<file path="src/rtl/channel_arbiter.sv">
// Round-robin arbiter that merges PORTS toggle req/ack flit channels into one downstream channel.
// Define ARB_FIXED_PRIORITY_EN to make the lowest pending index always win instead.
module channel_arbiter #(
  parameter  int PORTS      = 4,
  parameter  int SIZE       = 8,
  localparam int GRANT_BITS = $clog2(PORTS)
) (
  input  logic                    clk,
  input  logic                    reset,
  input  logic [PORTS-1:0]        in_req,
  input  logic [PORTS*SIZE-1:0]   in_data,
  output logic [PORTS-1:0]        in_ack,
  output logic                    out_req,
  output logic [SIZE-1:0]         out_data,
  input  logic                    out_ack,
  output logic                    busy,
  output logic [GRANT_BITS-1:0]   grant
);

  typedef enum logic [0:0] {
    ST_IDLE = 1'b0,
    ST_WAIT = 1'b1
  } state_t;

  state_t                  state_q, state_d;
  logic [PORTS-1:0]        ack_q, ack_d;
  logic                    req_q, req_d;
  logic [SIZE-1:0]         data_q, data_d;
  logic                    busy_q, busy_d;
  logic [GRANT_BITS-1:0]   grant_q, grant_d;

  logic [PORTS-1:0]        pending_s;
  logic                    any_s;
  logic                    done_s;
  logic                    found_s;
  logic [GRANT_BITS-1:0]   idx_s;
  logic [GRANT_BITS-1:0]   winner_s;

  // A channel is pending exactly while its request and ack toggles differ.
  assign pending_s = in_req ^ ack_q;
  assign any_s     = |pending_s;
  assign done_s    = busy_q && (out_ack == req_q);

  // Pick the first pending channel in search order; the last grant is checked last.
  always_comb begin
    found_s  = 1'b0;
    idx_s    = {GRANT_BITS{1'b0}};
    winner_s = grant_q;
    for (int k = 0; k < PORTS; k++) begin
`ifdef ARB_FIXED_PRIORITY_EN
      idx_s = GRANT_BITS'(k);
`else
      idx_s = GRANT_BITS'((int'(grant_q) + 1 + k) % PORTS);
`endif
      if (!found_s && pending_s[idx_s]) begin
        found_s  = 1'b1;
        winner_s = idx_s;
      end else begin
        found_s  = found_s;
      end
    end
  end

  // Next-state and datapath updates for the IDLE/WAIT handshake sequence.
  always_comb begin
    state_d = state_q;
    ack_d   = ack_q;
    req_d   = req_q;
    data_d  = data_q;
    busy_d  = busy_q;
    grant_d = grant_q;
    case (state_q)
      ST_IDLE: begin
        if (any_s) begin
          data_d  = in_data[winner_s*SIZE +: SIZE];
          req_d   = ~req_q;
          grant_d = winner_s;
          busy_d  = 1'b1;
          state_d = ST_WAIT;
        end else begin
          state_d = ST_IDLE;
        end
      end
      ST_WAIT: begin
        if (done_s) begin
          ack_d[grant_q] = ~ack_q[grant_q];
          busy_d         = 1'b0;
          state_d        = ST_IDLE;
        end else begin
          state_d = ST_WAIT;
        end
      end
      default: begin
        state_d = ST_IDLE;
      end
    endcase
  end

  // State and output registers; grant resets to the last index so channel 0 goes first.
  always_ff @(posedge clk or negedge reset) begin
    if (!reset) begin
      state_q <= ST_IDLE;
      ack_q   <= {PORTS{1'b0}};
      req_q   <= 1'b0;
      data_q  <= {SIZE{1'b0}};
      busy_q  <= 1'b0;
      grant_q <= GRANT_BITS'(PORTS - 1);
    end else begin
      state_q <= state_d;
      ack_q   <= ack_d;
      req_q   <= req_d;
      data_q  <= data_d;
      busy_q  <= busy_d;
      grant_q <= grant_d;
    end
  end

  assign in_ack   = ack_q;
  assign out_req  = req_q;
  assign out_data = data_q;
  assign busy     = busy_q;
  assign grant    = grant_q;

endmodule

</file>
<file path="config.mk">
export PLATFORM = sky130hd
export DESIGN_NAME = channel_arbiter
export DESIGN_NICKNAME = d
export VERILOG_FILES = /design/src/rtl/channel_arbiter.sv
export SDC_FILE = /design/constraint.sdc
export NUM_CORES = 1
export LEC_CHECK = 0
export CORE_UTILIZATION = 41
export DETAILED_ROUTE_END_ITERATION = 7
export GPL_TIMING_DRIVEN = 0
export PLACE_DENSITY = 0.82
export SYNTH_ARGS = -nofsm -noshare
export SYNTH_HDL_FRONTEND = slang
export SYNTH_SLANG_ARGS = --single-unit
</file>
<file path="constraint.sdc">
create_clock -name clk -period 3.35 [get_ports clk]
set_input_delay 0.5025 -clock clk [delete_from_list [all_inputs] [get_ports clk]]
set_output_delay 0.5025 -clock clk [all_outputs]
set_load 0.03 [all_outputs]
</file>
== Word-level counts from Yosys, hierarchy flattened ==
Index checks and enable logic that the tools add are counted.

* Bits in registers: 17
* Input port bits: 39
* Output and inout port bits: 16
* Logic and storage cells: 62

* Multiplexer cells: 26
* Reductions and logical operators: 12
* $lt $le $gt $ge: 6
* Shift operators: 1
* Equal/unequal tests: 3
* $add $sub $neg: 4
* Bitwise gates (word level): 4

{| class="wikitable"
|+ Operator list
! kind !! count
|-
| 32-bit by 6-bit variable part select with 8-bit output || 1
|-
| 2-bit by 3-bit less-than comparator with 1-bit output (second input constant) || 5
|-
| 1-bit 2-to-1 mux || 13
|-
| 1-bit binary-select mux with 2-bit select || 5
|-
| 2-bit 2-to-1 mux || 4
|-
| 2-bit adder (second input constant) || 3
|-
| 2-bit AND reduction || 3
|-
| 1-bit logical AND || 5
|-
| 4-bit bitwise mux || 1
|-
| 1-bit one-hot mux with 2 select lines || 2
|-
| 4-bit OR reduction || 1
|-
| 4-bit bitwise XOR || 1
|-
| 1-bit zero test || 3
|-
| 1-bit NOT || 3
|-
| 2-bit by 1-bit adder with 2-bit output (second input constant) || 1
|-
| 1-bit demux with 2-bit select || 1
|-
| 2-bit by 1-bit >= comparator with 1-bit output (second input constant) || 1
|-
| 2-bit by 1-bit inequality test with 1-bit output (second input constant) || 1
|-
| 2-bit inequality test (second input constant) || 1
|-
| 1-bit equality test || 1
|}

== Depth between registers and ports, before layout ==
Gate-level depths: netlist of the first run.

* Depth after elaboration: 14
* Gate-level depth with buffers: 9
* Depth with buffers taken out: 7

== Worst setup path before layout of the first run ==
No wires, ideal clock.

* Path kind: reg-to-reg
* Start: reg grant_q[0] (netlist: grant[0])
* End: reg data_q[0] (netlist: out_data[0])
* Period minus slack after synthesis: 2.492 ns
* Path buffers: 2
* Stages on the path, launching flop included: 10
* Required time: 3.260 ns
* Slack: 0.858 ns
* Arrival: 2.402 ns
* Setup time: 0.090 ns
* Path through: dfstp_2 -> inv_1 -> ha_1 -> buf_1 -> or3_1 -> a21oi_1 -> o32ai_1 -> or2_1 -> buf_6 -> o221ai_1

* Cells in the longest elaborated chain, start to end: 14
* Elaborated cells on any way between the ends: 26
* Those cells by class: add/sub: 4; shift: 1; mux: 15; reduce/logical: 6

{| class="wikitable"
|+ Ends and longest elaborated chain
! element !! line !! text
|-
| start: declaration || 30 || <nowiki>logic [GRANT_BITS-1:0] grant_q, grant_d;</nowiki>
|-
| start signal: assignment || 107 || <nowiki>grant_q <= GRANT_BITS'(PORTS - 1);</nowiki>
|-
| start signal: assignment || 114 || <nowiki>grant_q <= grant_d;</nowiki>
|-
| parallel branches: the longest is 12 deep, another holds 2-bit by 1-bit adder with 2-bit output || n/a ||
|-
| 2-bit 2-to-1 mux (*) || 55 || <nowiki>if (!found_s && pending_s[idx_s]) begin</nowiki>
|-
| 32-bit by 6-bit variable part select with 8-bit output (*) || 75 || <nowiki>data_d = in_data[winner_s*SIZE +: SIZE];</nowiki>
|-
| end signal: assignment || 105 || <nowiki>data_q <= {SIZE{1'b0}};</nowiki>
|-
| end signal: assignment || 112 || <nowiki>data_q <= data_d;</nowiki>
|-
| end: declaration || 28 || <nowiki>logic [SIZE-1:0] data_q, data_d;</nowiki>
|}

Every way passes the cells marked *. The select of a mux whose other input is x is not followed.
A chain may end at the register's enable or synchronous reset.

== Worst setup path in the final report of the first run ==
Ends and elaborated chain as after synthesis.

==> results of run 1 <==
## sequential cells by signal, summed over array words and instances (netlist names)
name,cells
busy,1
out_req,1
state_q,1
in_ack,4
out_data,8
grant,2
## metal layers
metal / vias to the layer above / GRT usage, % / part of all wire [%]
li1: 533 / - / -
met1: 552 / 28.79 / 44
met2: 22 / 37.35 / 53
met3: 2 / 1.628 / 2.2
met4: 0 / 6.429 / 0.44
met5: - / 0 / 0
## area by class of cell
class                           instances  area share [%]
Multi-Input combinational cell         86           38.04
Inverter                                4          0.8421
Timing Repair Buffer                   54           30.32
Clock buffer                            4           1.474
Sequential cell                        17           24.00
Tap cell                               31           2.175
Buffer                                  8           3.158
## cell usage in the layout, fill, tap and decap left out, types with 2 or more instances in the layout
master / Yosys / final
sky130_fd_sc_hd__a21o_1: 2 / 2
sky130_fd_sc_hd__a21oi_1: 4 / 4
sky130_fd_sc_hd__buf_2: 2 / 2
sky130_fd_sc_hd__buf_6: 3 / 3
sky130_fd_sc_hd__clkbuf_1: 1 / 2
sky130_fd_sc_hd__clkbuf_4: 0 / 3
sky130_fd_sc_hd__clkdlybuf4s50_1: 0 / 54
sky130_fd_sc_hd__dfrtp_1: 15 / 15
sky130_fd_sc_hd__dfstp_2: 2 / 2
sky130_fd_sc_hd__ha_1: 4 / 4
sky130_fd_sc_hd__inv_1: 4 / 4
sky130_fd_sc_hd__mux2_2: 6 / 6
sky130_fd_sc_hd__mux2i_1: 18 / 18
sky130_fd_sc_hd__nand2_1: 18 / 18
sky130_fd_sc_hd__nand3b_1: 2 / 2
sky130_fd_sc_hd__nor3_1: 2 / 2
sky130_fd_sc_hd__o21ai_0: 2 / 2
sky130_fd_sc_hd__o221ai_1: 7 / 7
sky130_fd_sc_hd__or3_1: 2 / 2
sky130_fd_sc_hd__xnor2_1: 3 / 3
sky130_fd_sc_hd__xor2_1: 2 / 2
## power breakdown
| part | switching [uW] | leakage (uW) | internal (uW) | total [uW] |
|---|---|---|---|---|
| combinational | 796 | 0.000561 | 697 | 1490 |
| sequential | 104 | 0.000201 | 322 | 426 |
| clock | 62.2 | 0.0000150 | 46.3 | 108 |
## kinds of logic after synthesis
logic type      share of synthesized area [%]
simple gates                            10.95
compound gates                          16.26
mux                                     21.04
flops                                   36.34
buf+inv                                 6.056
xor+xnor                                5.102
fa+ha+maj                               4.251
## path summary, 6_finish.rpt
path / cells after the start / startpoint / to / slack [ns]
min in group asynchronous: 1 / reset / in_ack[1] / 0.66
hold reg to reg: 2 / out_data[2] / out_data[2] / 0.51
hold / removal: 2 / out_data[2] / out_data[2] / 0.51
setup / recovery: 9 / grant[0] / out_data[0] / 0.71
setup reg to reg: 9 / grant[0] / out_data[0] / 0.71
max in group asynchronous: 1 / reset / out_data[1] / 2.22
## critical path: cells and delay by family, from the launching register on
kind | cells | cell delay, ns
fa+ha+maj | 1 | 0.31
simple gates | 2 | 0.64
compound gates | 3 | 0.47
flops | 1 | 0.62
buf+inv | 3 | 0.50
## per-stage QoR
step | total power (uW) | utilization, % | setup WS [ns] | cells
6_report | 2027 | 65.22 | 0.7077 | 204
5_1_grt | 2169 | 65.22 | 0.5480 | 204
4_1_cts | 2035 | 65.22 | 0.7174 | 204
3_5_place_dp | 1918 | 64.26 | 0.5711 | 200
3_3_place_gp | 1866 | 64.26 | 0.7090 | 200
2_1_floorplan | 1475 | - | 0.8581 | 115
==> results.ini, run 1 <==
[die]
floorplan.die.height_um = 55.59
initial_core_util_pct = 43.07
design.core.area_um2 = 2734
top_level_ports = 55
die_w_um = 55.59
floorplan.die_area_um2 = 3090
rows = 19

[setup_path]
cell_chain_critical_path = inv_1 > ha_1 > buf_1 > or3_1 > a21oi_1 > o32ai_1 > or2_1 > buf_6 > o221ai_1
crit_arrival_ns = 2.84
crit_slowest_cell = sky130_fd_sc_hd__dfstp_2
worstPathRequired_ns = 3.55
endpoint_kind = flip-flop
worstPathMaxFanout = 10
critPathLaunchType = flip-flop
timing.setup.critical_path_class = reg -> reg
crit_path_max_incr_delay_ns = 0.62

[cts]
ctsResizeCount = 0
clock_insertion_delay_worst_skew_ns = 0.28
clock_tree.buffer_depth = 2
post_cts_repair_setup_buffers = 0
holdBufCountCts = 0
cts_tree = built
htree_levels = 1
cts-root-buf = sky130_fd_sc_hd__clkbuf_4
cts.sinks = 17
cts_buffers = 3
path_clk_slew_ns = 0.09

[synthesis]
synth_sequential_area_ratio_pct = 36.34
syn_inst = 115
asyncSetResetFlopFracSynth_pct = 100.0
synthFlopType = sky130_fd_sc_hd__dfrtp_1
syn-num-nets = 158
synth.cell_area_um2 = 1177
synth_top_area_cell = sky130_fd_sc_hd__dfrtp_1
average_footprint_of_a_synthesized_cell_um2 = 10.24
post_synth_num_cell_types = 35
yosysWarnings = 0
yosys_register_bits = 17
post-synth-top-area-fraction_pct = 31.88
post_synth_most_frequent_cells = sky130_fd_sc_hd__mux2i_1, sky130_fd_sc_hd__nand2_1, sky130_fd_sc_hd__dfrtp_1
synth.area.top_cells = sky130_fd_sc_hd__dfrtp_1, sky130_fd_sc_hd__mux2i_1, sky130_fd_sc_hd__nand2_1
synth-edff-count = 0

[sta]
final_min_period_over_clock_period_pct = 78.87
rsz0062_at_grt = false
max_freq_ghz = 0.3785
finalSetupViolations = 0
tightest_slew_ns = 0.7620
slew_headroom_pct = 49.04
final_max_slew_viol_count = 0
hold_slack_ns = 0.5112
final.min_clock_period_ns = 2.642
setup_total_negative_slack_ns = 0
finalHoldViolations = 0
worst_clock_skew_ns = 0.0008820

[cells_and_area]
antenna_cells_inserted = 0
area_delta_synth_final_pct = 51.43
drive_gt1_share_pct = 11.56
layout.area.seq_um2 = 427.9
layout.cell_area.non_filler_um2 = 1783
layout.filler_cells = 224
number_of_nets_in_the_layout = 217
multiInputGateArea_um2 = 678.2

[global_routing]
grt.overflow.total = 0
largest_net_degree_at_the_start_of_global_routing = 18
global_route.usage.total_pct = 21.52
grt_pass1_wl_um = 5209
antenna_found_initial = 0
first_global_vias = 1085

[drt]
detail_route.iter0.violations = 30
route.detailed.wl_per_inst_um = 15.60
vias = 1109
detail_route.first_pass.iterations = 4
wirelength_um = 3182
drtAntennaViolNets = 0
vias_per_instance = 5.436
drt_drc_violations_left = 0

[place]
final_weighted_congestion_in_routability_driven_placement = 0.7835
dpl-instance-area_um2 = 1757
port_buffer_count = 54
hpwl_um = 2480

[min_path]
hp-class = reg -> reg

[flow_run]
drv_cap = 0

[outcome]
outcome = complete, no violations

[pwr]
power_density_nw_per_um2 = 1137
ir_worst_vdd_mv = 0.7353
power.static_leakage_uw = 0.0007764

Note: power is estimated with default switching activity, not from simulation.
==> run 2, diff against run 1 <==
--- a/config.mk
+++ b/config.mk
@@ -5,10 +5,10 @@
 export SDC_FILE = /design/constraint.sdc
 export NUM_CORES = 1
 export LEC_CHECK = 0
-export CORE_UTILIZATION = 41
+export CORE_UTILIZATION = 37
 export DETAILED_ROUTE_END_ITERATION = 7
 export GPL_TIMING_DRIVEN = 0
-export PLACE_DENSITY = 0.82
+export PLACE_DENSITY = 0.78
 export SYNTH_ARGS = -nofsm -noshare
 export SYNTH_HDL_FRONTEND = slang
 export SYNTH_SLANG_ARGS = --single-unit
==> constraint.sdc (replaced) <==
create_clock -name clk -period 2.31 [get_ports clk]
set_input_delay 0.3465 -clock clk [delete_from_list [all_inputs] [get_ports clk]]
set_output_delay 0.3465 -clock clk [all_outputs]
set_load 0.03 [all_outputs]
==> run 2 against run 1 <==
Non-clock buffer count grew 3. Register-to-register slack lost 0.65 ns. Count of clock-buffer cells in the layout is the same. Clock skew up 0.0055 ns. Sequential power grew 39%. Wire length grew 6.7%. Sequential share of layout area fell by 1.7 points. Clock power rose by 48%. Flip-flop and latch count is the same. Hold slack got worse by 0.020 ns.
==> results.ini, run 2 (synthesis results as in run 1) <==
[drt]
vias = 1135  ; +2.3%
vias_per_instance = 5.159  ; -5.1%
drt_drc_violations_left = 0  ; unchanged
route.detailed.wl_per_inst_um = 15.44  ; -1.0%
wirelength_um = 3396  ; +6.7%
detail_route.first_pass.iterations = 4  ; unchanged
drtAntennaViolNets = 0  ; unchanged
detail_route.iter0.violations = 44  ; +47%

[setup_path]
startpoint = grant[0]
ff2ff_setup_slack_ns = 0.05  ; -0.65 ns
worstPathMaxFanout = 10  ; unchanged
critPathLaunchType = flip-flop
setup.worst_path.end = out_data[7]
crit_arrival_ns = 2.46  ; -0.38 ns
worstPathRequired_ns = 2.52  ; -1.03 ns
r2r_cells = 8  ; -1
endpoint_kind = flip-flop
regToRegEndpoint = out_data[7]
timing.setup.critical_path_class = reg -> reg
critical_path.reg2reg.startpoint = grant[0]

[cts]
path_clk_slew_ns = 0.10  ; about the same
htree_levels = 1  ; unchanged
holdBufCountCts = 0  ; unchanged
clock_tree.buffer_depth = 2  ; unchanged
cts.sinks = 17  ; unchanged
cts_tree = built
clock_insertion_delay_worst_skew_ns = 0.29  ; about the same
cts-root-buf = sky130_fd_sc_hd__clkbuf_4
cts_buffers = 3  ; unchanged

[sta]
max_freq_ghz = 0.4432  ; +17%
final.min_clock_period_ns = 2.256  ; -0.3860 ns
slew_headroom_pct = 49.54  ; +0.49 points
finalHoldViolations = 0  ; unchanged
final_min_period_over_clock_period_pct = 97.68  ; +19 points
finalSetupViolations = 0  ; unchanged
final_max_slew_viol_count = 0  ; unchanged
tightest_slew_ns = 0.7546  ; -0.007398 ns
worst_clock_skew_ns = 0.006402  ; +0.005520 ns

[die]
design.core.area_um2 = 3028  ; +11%
floorplan.die_area_um2 = 3412  ; +10%
rows = 20  ; +1
floorplan.die.height_um = 58.41  ; +5.1%
die_w_um = 58.41  ; +5.1%
top_level_ports = 55  ; unchanged
initial_core_util_pct = 38.88  ; -4.2 points

[cells_and_area]
drive_gt1_share_pct = 22.73  ; +11 points
layout.cell_area.non_filler_um2 = 1917  ; +7.5%
largest_reg_flops = 8  ; unchanged
antenna_cells_inserted = 0  ; unchanged
mostFrequentLayoutCell = sky130_fd_sc_hd__clkdlybuf4s50_1
finish.utilization_pct = 63.31  ; -1.9 points
commonest_cells_after_routing_fill_and_taps_aside = sky130_fd_sc_hd__clkdlybuf4s50_1, sky130_fd_sc_hd__nand2_1, sky130_fd_sc_hd__mux2i_1
area_delta_synth_final_pct = 62.81
number_of_nets_in_the_layout = 220  ; +1.4%

[global_routing]
antenna_found_initial = 0  ; unchanged
first_global_vias = 1087  ; +0.18%
grt.overflow.total = 0  ; unchanged
global_route.usage.total_pct = 19.37  ; -2.2 points
grt_pass1_wl_um = 5002  ; -4.0%
largest_net_degree_at_the_start_of_global_routing = 18  ; unchanged

[min_path]
hp-class = in -> async

[place]
port_buffer_count = 54  ; unchanged
hpwl_um = 2494  ; +0.55%
final_weighted_congestion_in_routability_driven_placement = 0.7795  ; -0.51%
dpl-instance-area_um2 = 1795  ; +2.2%

[pwr]
power_density_nw_per_um2 = 1689  ; +49%
ir_worst_vdd_mv = 0.8192  ; +11%
power.static_leakage_uw = 0.0008157  ; +5.1%

[outcome]
outcome = complete, no violations

[flow_run]
drv_cap = 0  ; unchanged

-- run 2: cell count changes in the layout (fill, tap and decap cells not counted), sizes merged --
cell and delta:
buf +3
-- run 2: worst min path at each step --
stage,from,end,slack [ns],cells past startpoint
after floorplan,reset,busy,0.05,0
after global placement,out_data[7],out_data[7],0.47,2
after detailed placement,out_data[6],out_data[6],0.48,2
after CTS,out_data[6],out_data[6],0.50,2
after global routing,out_data[4],out_data[4],0.53,2
final,reset,out_data[5],0.49,1
-- run 2: final cells by class --
cell class / instances / area [um^2]
fillers: 240 / 1111
multi-input cells: 86 / 765.7
repair buffers: 58 / 570.5
flip-flops and latches: 17 / 427.9
well taps: 44 / 55.05
plain buffers: 7 / 53.80
clock buffers: 4 / 26.28
inverters: 4 / 17.52
-- run 2: power by group --
part / total (uW) / switching [uW] / internal (uW) / leakage, uW
Combinational: 2480 / 1320 / 1170 / 0.000600
Sequential: 594 / 129 / 465 / 0.000201
Clock: 160 / 93.1 / 67.1 / 0.0000150
Total: 3240 / 1540 / 1700 / 0.000816
-- run 2: timing repair --
| action | CTS | global route |
|---|---|---|
| endpoints found under the hold margin | 0 | 0 |
| buffers inserted | 2 | 2 |
| pin swaps | 0 | 8 |
| gates resized for setup | 1 | 13 |
| endpoints found under the setup margin | 8 | 10 |
| cloned | 0 | 0 |
-- run 2: worst max-delay path, stage by stage, from the launching register on --
cell and delay, ns:
sky130_fd_sc_hd__dfstp_2 0.59, sky130_fd_sc_hd__inv_4 0.06, sky130_fd_sc_hd__ha_4 0.27, sky130_fd_sc_hd__or3_4 0.39, sky130_fd_sc_hd__a21oi_2 0.16, sky130_fd_sc_hd__o32ai_2 0.12, sky130_fd_sc_hd__or2_1 0.25, sky130_fd_sc_hd__buf_6 0.15
sky130_fd_sc_hd__o221ai_2 0.17
-- run 2: routing by layer --
metal | up-vias | track usage [%] | share of wire [%]
met5 | - | 0 | 0
met4 | 0 | 8.163 | 2.2
met3 | 10 | 2.198 | 2.2
met2 | 25 | 33.66 | 55
met1 | 559 | 24.38 | 41
li1 | 541 | - | -
-- run 2: per-stage QoR --
stage | worst slack (ns) | instances | total power [uW] | setup TNS (ns) | hold WS, ns
2_1_floorplan | 0.01310 | 115 | 2199 | 0 | 0.05091
3_3_place_gp | -0.1654 | 213 | 2767 | -1.404 | 0.4686
3_5_place_dp | -0.2259 | 213 | 2826 | -2.065 | 0.4823
4_1_cts | 0.006975 | 219 | 3040 | 0 | 0.5048
5_1_grt | -0.04918 | 220 | 3441 | -0.2368 | 0.5302
6_report | 0.05368 | 220 | 3238 | 0 | 0.4908
==> variant: new RTL, flow settings as in run 1 <==
The option `ARB_FIXED_PRIORITY_EN` is turned on by a define.
--- a/src/rtl/channel_arbiter.sv
+++ b/src/rtl/channel_arbiter.sv
@@ -1,5 +1,7 @@
 // Round-robin arbiter that merges PORTS toggle req/ack flit channels into one downstream channel.
 // Define ARB_FIXED_PRIORITY_EN to make the lowest pending index always win instead.
+`define ARB_FIXED_PRIORITY_EN
+
 module channel_arbiter #(
   parameter  int PORTS      = 4,
   parameter  int SIZE       = 8,
Behaviour: not the same (Yosys sat finds a counterexample within 4 cycles, from zero or initial values and one cycle with reset low).
==> variant against run 1 <==
Setup slack better by 0.56 ns; area after synthesis is 1.7% lower; critical path depth down 8; die area fell by 1.6%; first-iteration DRC count is 13% higher; routed wire length decreased by 2.7%; cell area decreased by 1.1%; largest cell class unchanged; highest routed layer unchanged; via count is 1.3% lower; synthesized cell count shrank 1.7%; global-route usage is 2.1 points higher; critical path type is now flop to output pin; sequential cell count unchanged.
Power is left out: it rests on default switching activity, and per cell area and clock period it moved more than threefold.
==> variant: results (changes against run 1) <==
* Status: finished, final reports clean
* CTS buffer count at 3 (unchanged)
* Largest net degree at the start of global routing at 18 (unchanged)
* CTS clock-pin slew for the worst setup and hold paths at 0.12 ns (+0.03 ns)
* Worst skew pair latency at 0.29 ns
* Max-cap viol count at 0 (unchanged)
* Sequential share of the synthesized area at 36.97% (+0.63 points)
* Worst r2r src: in_ack[3]$_DFFE_PN0P_
* Slowest stage delay, CP at 0.69 ns (+0.07 ns)
* Max FO, Critical Path at 6 (-4)
* Top post-synthesis cells by count: dfrtp_1, nor3_1, nor2_1, o21ai_0
* CTS H-Tree Depth at 1 (unchanged)
* Share of cells above drive strength 1 at 21.05% (+9.5 points)
* Nets at 211 (-2.8%)
* Post-CTS setup buffer count at 0 (unchanged)
* CTS Root Cell: clkbuf_4
* First-pass GRT wire length at 4940 um (-5.2%)
* Post-CTS Resized at 0 (unchanged)
* Synth Area in Adders at 0% (-4.3 points)
* Initial antenna violation count at 0 (unchanged)
* Port bufs at 54 (unchanged)
* Initial DRT Pass Iterations at 4 (unchanged)
* Hold wc startpoint: busy$_DFFE_PN0P_
* Critical Path Source: grant[0]$_DFFE_PN1P_
* Post-Route Skew at 0.01367 ns (+0.01278 ns)
* Drt total wl at 3097 um (-2.7%)
* FF-to-FF setup slack at 1.61 ns (+0.90 ns)
* Vias in the first global route at 1,029 (-5.2%)
* CP delay by family, top: buffers and inverters
* CP arrival at 1.58 ns (-1.26 ns)
* Yosys warnings at 0 (unchanged)
* Synth Area in XOR/XNOR at 12.32% (+7.2 points)
* Synth Area in Compound Gates at 30.27% (+14 points)
* Synth top area cells: dfrtp_1, a211oi_2, xor2_2
* Min-Delay Path Class: flop to flop
* Max FFs per register at 8 (unchanged)
* DR iter-0 viols at 34 (+13%)
* Yosys cell types at 27 (-23%)
* Global router's overall resource usage at 23.66% (+2.1 points)
* Ys async rst share at 100.0% (unchanged)
* Post-detail-place hpwl at 2466 um (-0.56%)
* Slowest stage cell, crit path: clkdlybuf4s50_1
* Mux cell area share after synthesis at 0% (-21 points)
* Syn nets at 152 (-3.8%)
* Via count at 1,095 (-1.3%)
* # diodes at 0 (unchanged)
* ANT nets after route at 0 (unchanged)
* Slew headroom at 47.18% (-1.9 points)
* Gpl congestion at 0.8581 (+9.5%)
* CTS max path bufs at 2 (unchanged)
-- variant: cell count changes after synthesis, sizes merged, moves of 11 or more --
cell and delta:
nand2 -17, nor3 +11, nor2 +17, mux2i -18
-- variant: layout make-up --
class | count | area (um2)
timing repair buffer | 54 | 540.5
multi-input combinational | 87 | 666.9
sequential | 17 | 427.9
clock buffer | 3 | 22.52
clock inverter | 1 | 5.005
fill | 223 | 804.5
buffer | 6 | 51.30
inverter | 3 | 11.26
tap | 30 | 37.54
-- variant: metal layers --
layer  track usage [%]  wire length [um]  vias to the layer above
met3             4.098               103                        2
li1                  -                 -                      531
met1             32.60              1454                      532
met5                 0                 0                        -
met2             39.56              1529                       30
met4             3.333                10                        0
-- variant: per-stage QoR --
step / worst slack, ns / area, um2 / hold WS [ns] / utilization, % / cells
after floorplan: 1.658 / 1157 / 0.2069 / - / 113
final: 1.270 / 1763 / 0.5191 / 68.66 / 201
after detailed placement: 1.096 / 1735 / 0.4948 / 67.59 / 197
after global placement: 1.130 / 1735 / 0.4980 / 67.59 / 197
after global routing: 1.182 / 1763 / 0.5687 / 68.66 / 201
after CTS: 1.261 / 1763 / 0.5258 / 68.66 / 201
-- variant: logic make-up (layout without fill, tap and decap cells) --
kind of cell / Yosys count / count (layout)
compound gates: 41 / 41
xor+xnor: 12 / 12
buf+inv: 9 / 67
flops: 17 / 17
simple gates: 34 / 34
-- variant: path summary, 6_finish.rpt --
check                      cells after the start                      end
hold / removal                                 1         busy$_DFFE_PN0P_
hold reg to reg                                1         busy$_DFFE_PN0P_
min in group asynchronous                      1         busy$_DFFE_PN0P_
setup reg to reg                               4  out_data[0]$_DFFE_PN0P_
setup / recovery                               1                 grant[0]
max in group asynchronous                      1  out_data[6]$_DFFE_PN0P_
